`src/rtl/mem_bus_arbiter.sv`:
```
// Arbitrates the instruction-fetch and data ports onto one memory bus. Each access
// goes to internal memory (single cycle) or external memory (EXT_WAIT extra cycles).
module mem_bus_arbiter #(
  parameter logic [31:0] EXT_BASE = 32'h0001_0000,
  parameter int unsigned EXT_WAIT = 3
) (
  input  logic        clk,
  input  logic        rst_n,
  input  logic        if_req,
  input  logic [31:0] if_addr,
  output logic [31:0] if_rdata,
  output logic        if_ack,
  input  logic        d_req,
  input  logic        d_we,
  input  logic [31:0] d_addr,
  input  logic [31:0] d_wdata,
  output logic [31:0] d_rdata,
  output logic        d_ack,
  output logic [31:0] mem_addr,
  output logic        mem_we,
  output logic [31:0] mem_wdata,
  output logic        int_en,
  input  logic [31:0] int_rdata,
  output logic        ext_en,
  input  logic [31:0] ext_rdata,
  output logic        chipSelect,
  output logic        busy
);

  typedef enum logic [1:0] {S_IDLE, S_INT, S_EXT, S_RESP} state_t;

  localparam logic [3:0] WAIT_LOAD = 4'(EXT_WAIT);

  state_t      state, state_nxt;
  logic        last_d;     // 1 = data port won the previous grant
  logic        gnt_d;      // port owning the access in flight
  logic        we_q;
  logic [3:0]  wait_cnt;

  logic        any_req, pick_d, pick_int, rd_capture;
  logic [31:0] pick_addr, rd_data;

  // NOTE: every signal gets a default first so no path through the block infers a latch.
  always_comb begin
    any_req    = if_req | d_req;
    pick_d     = d_req & (~if_req | ~last_d);
    pick_addr  = pick_d ? d_addr : if_addr;
    pick_int   = pick_addr < EXT_BASE;
    rd_data    = chipSelect ? int_rdata : ext_rdata;
    rd_capture = ~we_q & ((state == S_INT) | ((state == S_EXT) & (wait_cnt == 4'd0)));
  end

  always_comb begin
    state_nxt = state;
    case (state)
      S_IDLE:  if (any_req) state_nxt = pick_int ? S_INT : S_EXT;
      S_INT:   state_nxt = S_RESP;
      S_EXT:   if (wait_cnt == 4'd0) state_nxt = S_RESP;
      S_RESP:  state_nxt = S_IDLE;
      default: state_nxt = S_IDLE;
    endcase
  end

  // NOTE: sequential state uses non-blocking assignments so all registers update together.
  always_ff @(posedge clk or negedge rst_n) begin
    if (!rst_n) state <= S_IDLE;
    else        state <= state_nxt;
  end

  always_ff @(posedge clk or negedge rst_n) begin
    if (!rst_n) begin
      last_d     <= 1'b0;
      gnt_d      <= 1'b0;
      we_q       <= 1'b0;
      wait_cnt   <= 4'd0;
      mem_addr   <= '0;
      mem_wdata  <= '0;
      chipSelect <= 1'b1;
      if_rdata   <= '0;
      d_rdata    <= '0;
    end else begin
      if (state == S_IDLE && any_req) begin
        mem_addr   <= pick_addr;
        mem_wdata  <= d_wdata;
        we_q       <= pick_d & d_we;
        gnt_d      <= pick_d;
        last_d     <= pick_d;
        chipSelect <= pick_int;
        wait_cnt   <= WAIT_LOAD;
      end
      if (state == S_EXT && wait_cnt != 4'd0) wait_cnt <= wait_cnt - 4'd1;
      if (rd_capture) begin
        if (gnt_d) d_rdata  <= rd_data;
        else       if_rdata <= rd_data;
      end
    end
  end

  assign int_en = (state == S_INT);
  assign ext_en = (state == S_EXT);
  assign mem_we = we_q & (int_en | ext_en);
  assign busy   = (state != S_IDLE);
  assign if_ack = (state == S_RESP) & ~gnt_d;
  assign d_ack  = (state == S_RESP) & gnt_d;

endmodule

```
`config.mk`:
```
export PLATFORM = sky130hd
export DESIGN_NAME = mem_bus_arbiter
export DESIGN_NICKNAME = d
export VERILOG_FILES = /design/src/rtl/mem_bus_arbiter.sv
export SDC_FILE = /design/constraint.sdc
export NUM_CORES = 1
export LEC_CHECK = 0
export CORE_MARGIN = 2
export CORE_UTILIZATION = 43
export CTS_CLUSTER_SIZE = 12
export DETAILED_ROUTE_END_ITERATION = 10
export PLACE_DENSITY = 0.94
export SLEW_MARGIN = 20
export SYNTH_ARGS = -nofsm -noshare
export SYNTH_HDL_FRONTEND = slang
export SYNTH_SLANG_ARGS = --single-unit
```
`constraint.sdc`:
```
create_clock -name clk -period 2.7 [get_ports clk]
set_input_delay 0.54 -clock clk [delete_from_list [all_inputs] [get_ports clk]]
set_output_delay 0.54 -clock clk [all_outputs]
set_load 0.05 [all_outputs]
```
==> results.sh <==
export IMPL_outcome="complete, no violations"
export IMPL_gp_congestion=0.863
export IMPL_syn_area_um2=5850
export IMPL_drc=0
export IMPL_cp_arrival_ns=1.95
export IMPL_synth_cell_type_count=33
export IMPL_nNetsFinal=1050
export IMPL_multi_input_comb_area_um2=2260
export IMPL_wl_per_cell_um=16.7
export IMPL_cts_root_buf="clkbuf_16"
export IMPL_via_per_inst=5.00
export IMPL_cts_sinks=137
export IMPL_die_w_um=121
export IMPL_drv_cap=0
export IMPL_layout_common_cells="293 x clkdlybuf4s50_1, 195 x nand2_1, 136 x dfrtp_1"
export IMPL_fp_dieArea_um2=14500
export IMPL_drt_iter0_drc=300
export IMPL_crit_slowest_cell="clkdlybuf4s50_1"
export IMPL_crit_fanout=7
export IMPL_synth_seq_cells=137
export IMPL_seq_area_frac_synth_pct=58.6
export IMPL_max_slew_worst_pin_slew_ns=0.728
export IMPL_max_freq_mhz=401
export IMPL_period_needed_ns=2.49
export IMPL_finalCritPeriodShare_pct=92.3
export IMPL_rsz0062_at_grt="no"
export IMPL_core_um2=13200
export IMPL_ios=300
export IMPL_clock_latency_ns=0.41
export IMPL_finalHoldViolCount=0
export IMPL_cts_tree="yes"
export IMPL_die_h_um=121
export IMPL_overflow=0
export IMPL_slew_violations=0
export IMPL_start_kind="register"
export IMPL_num_vias=5344
export IMPL_drt_wl_total_um=17900
export IMPL_critical_path_max_stage_delay_ns=0.83
export IMPL_rows=42
export IMPL_area_growth_pct=65.6
export IMPL_critPathRequiredTime_ns=2.16
export IMPL_dpl_hpwl_um=13100
export IMPL_path_class="register to output port"
export IMPL_fin_skew_ns=0.00567
export IMPL_synth_warnings=0
export IMPL_grt_pass1_vias=5433
export IMPL_power_density_nw_per_um2=1430
export IMPL_cts_made_buffers=17
export IMPL_setup_total_negative_slack_ns=0
export IMPL_ff_latch_area_um2=3430
export IMPL_r2r_start="state[0]"
export IMPL_detailed_place_area_um2=9090
export IMPL_design_area_um2=9680
export IMPL_nFillCells=917
export IMPL_ant_nets=0
export IMPL_holdCritPathClass="register to register"
export IMPL_grt_max_degree=68
export IMPL_p_leak_nw=4.28
export IMPL_clkTransAtPathRegs_ns=0.06
export IMPL_clk_path_buf_depth=2
export IMPL_holdCritStartpoint="mem_wdata[6]"
export IMPL_first_pass_iters=4
export IMPL_setup_viol=0
export IMPL_port_buffers=299
export IMPL_htreeDepth=4
export IMPL_diodes=0
export IMPL_syn_nets=753
export IMPL_antenna_found_initial=0
export IMPL_drive_above_1_share_pct=6.17
export IMPL_critical_path_startpoint="gnt_d"
export IMPL_initial_utilization_pct=44.2
export IMPL_syn_area_per_cell_um2=10.0
export IMPL_layout_commonest_cell="clkdlybuf4s50_1"
export IMPL_cp_end_kind="output port"
export IMPL_track_usage_pct=24.7
export IMPL_ir_drop_mv=0.801
export IMPL_post_cts_buffers=0
export IMPL_syn_inst=583
export IMPL_path_cells="and2_1 -> clkdlybuf4s50_1"
export IMPL_grt_pass1_wl_um=27800
export IMPL_relSlewSlack_pct=51.4
-- registers in the layout, indices dropped and copies added (netlist names) --
name,count
state,2
d_rdata,32
if_rdata,32
gnt_d,1
wait_cnt,4
mem_wdata,32
we_q,1
chipSelect,1
mem_addr,32
-- final timing paths --
kind                       slack [ns]  cells after the start       endpoint
max                              0.21                      2          d_ack
min                              0.47                      2   mem_wdata[6]
max reg2reg                      0.57                      6    d_rdata[30]
min reg2reg                      0.47                      2   mem_wdata[6]
max in group asynchronous        1.56                      3     chipSelect
min in group asynchronous        0.53                      2  mem_wdata[18]
-- metal layers --
| metal | global-route usage, % | part of all wire (%) | up-vias |
|---|---|---|---|
| met5 | 0 | 0 | - |
| met4 | 10.1 | 2.4 | 0 |
| met3 | 8.44 | 9.0 | 32 |
| met2 | 43.2 | 52 | 239 |
| met1 | 27.6 | 37 | 2525 |
| li1 | - | - | 2548 |
-- logic make-up after synthesis --
kind of cell | count (synthesis) | share of synthesized area (%)
simple gates | 221 | 15.2
flops | 137 | 58.6
compound gates | 115 | 10.7
mux | 65 | 11.1
buf+inv | 39 | 3.08
fa+ha+maj | 5 | 1.07
xor+xnor | 1 | 0.150
-- what timing repair did --
item | in CTS | in global routing
resized for setup | 1 | 3
endpoints found under the hold margin | 13 | 0
endpoints found under the setup margin | 1 | 3
hold buffers | 1 | 0
-- synthesized netlist by cell type, drive strengths merged --
master | instances | area, um2
xnor2 | 1 | 8.76
or3b | 1 | 11.3
dfstp | 1 | 26.3
nand2b | 2 | 12.5
buf | 25 | 128
nor3 | 2 | 10.0
a32o | 1 | 10.0
nand2 | 195 | 732
a21oi | 4 | 20.0
a22o | 1 | 8.76
inv | 5 | 18.8
and4bb | 1 | 12.5
o211ai | 1 | 7.51
o21ai | 103 | 538
a221o | 1 | 10.0
a21boi | 1 | 7.51
a31o | 1 | 8.76
mux2 | 1 | 11.3
nand4 | 2 | 12.5
mux2i | 64 | 641
nor4 | 8 | 50.1
nor2 | 5 | 18.8
dfrtp | 136 | 3400
clkbuf | 9 | 33.8
and2 | 3 | 18.8
a31oi | 1 | 6.26
nor2b | 2 | 12.5
ha | 5 | 62.6
o31ai | 1 | 7.51
-- area by class of cell --
type                       instances  share of cell area, %
sequential                       137                   35.4
timing repair buffer             312                   32.8
clock inverter                    12                   1.30
tap                              176                   2.27
clock buffer                      19                   4.68
inverter                           5                  0.194
multi-input combinational        407                   23.4
-- stage by stage --
step / instances / setup WS [ns] / power, mW / util, % / hold WS (ns)
floorplan: 583 / 0.737 / 8.65 / - / 0.244
global placement: 1036 / 0.342 / 11.3 / 68.6 / 0.376
detailed placement: 1036 / 0.358 / 11.6 / 68.6 / 0.375
CTS: 1068 / 0.0195 / 13.9 / 73.1 / 0.475
global route: 1068 / 0.119 / 14.5 / 73.1 / 0.494
finish: 1068 / 0.208 / 13.8 / 73.1 / 0.472
-- critical path: cells and delay by family (launching register included) --
kind	cells	cell delay, ns
buffers and inverters	1	0.83
and+or+nand+nor	1	0.18
DFF	1	0.53
-- report_power, final --
part | total, mW | switching [mW] | internal, mW
sequential | 3.66 | 0.589 | 3.07
combinational | 7.92 | 5.37 | 2.54
clock | 2.24 | 0.842 | 1.39
total | 13.8 | 6.80 | 7.01
(Power assumes the default switching activity.)
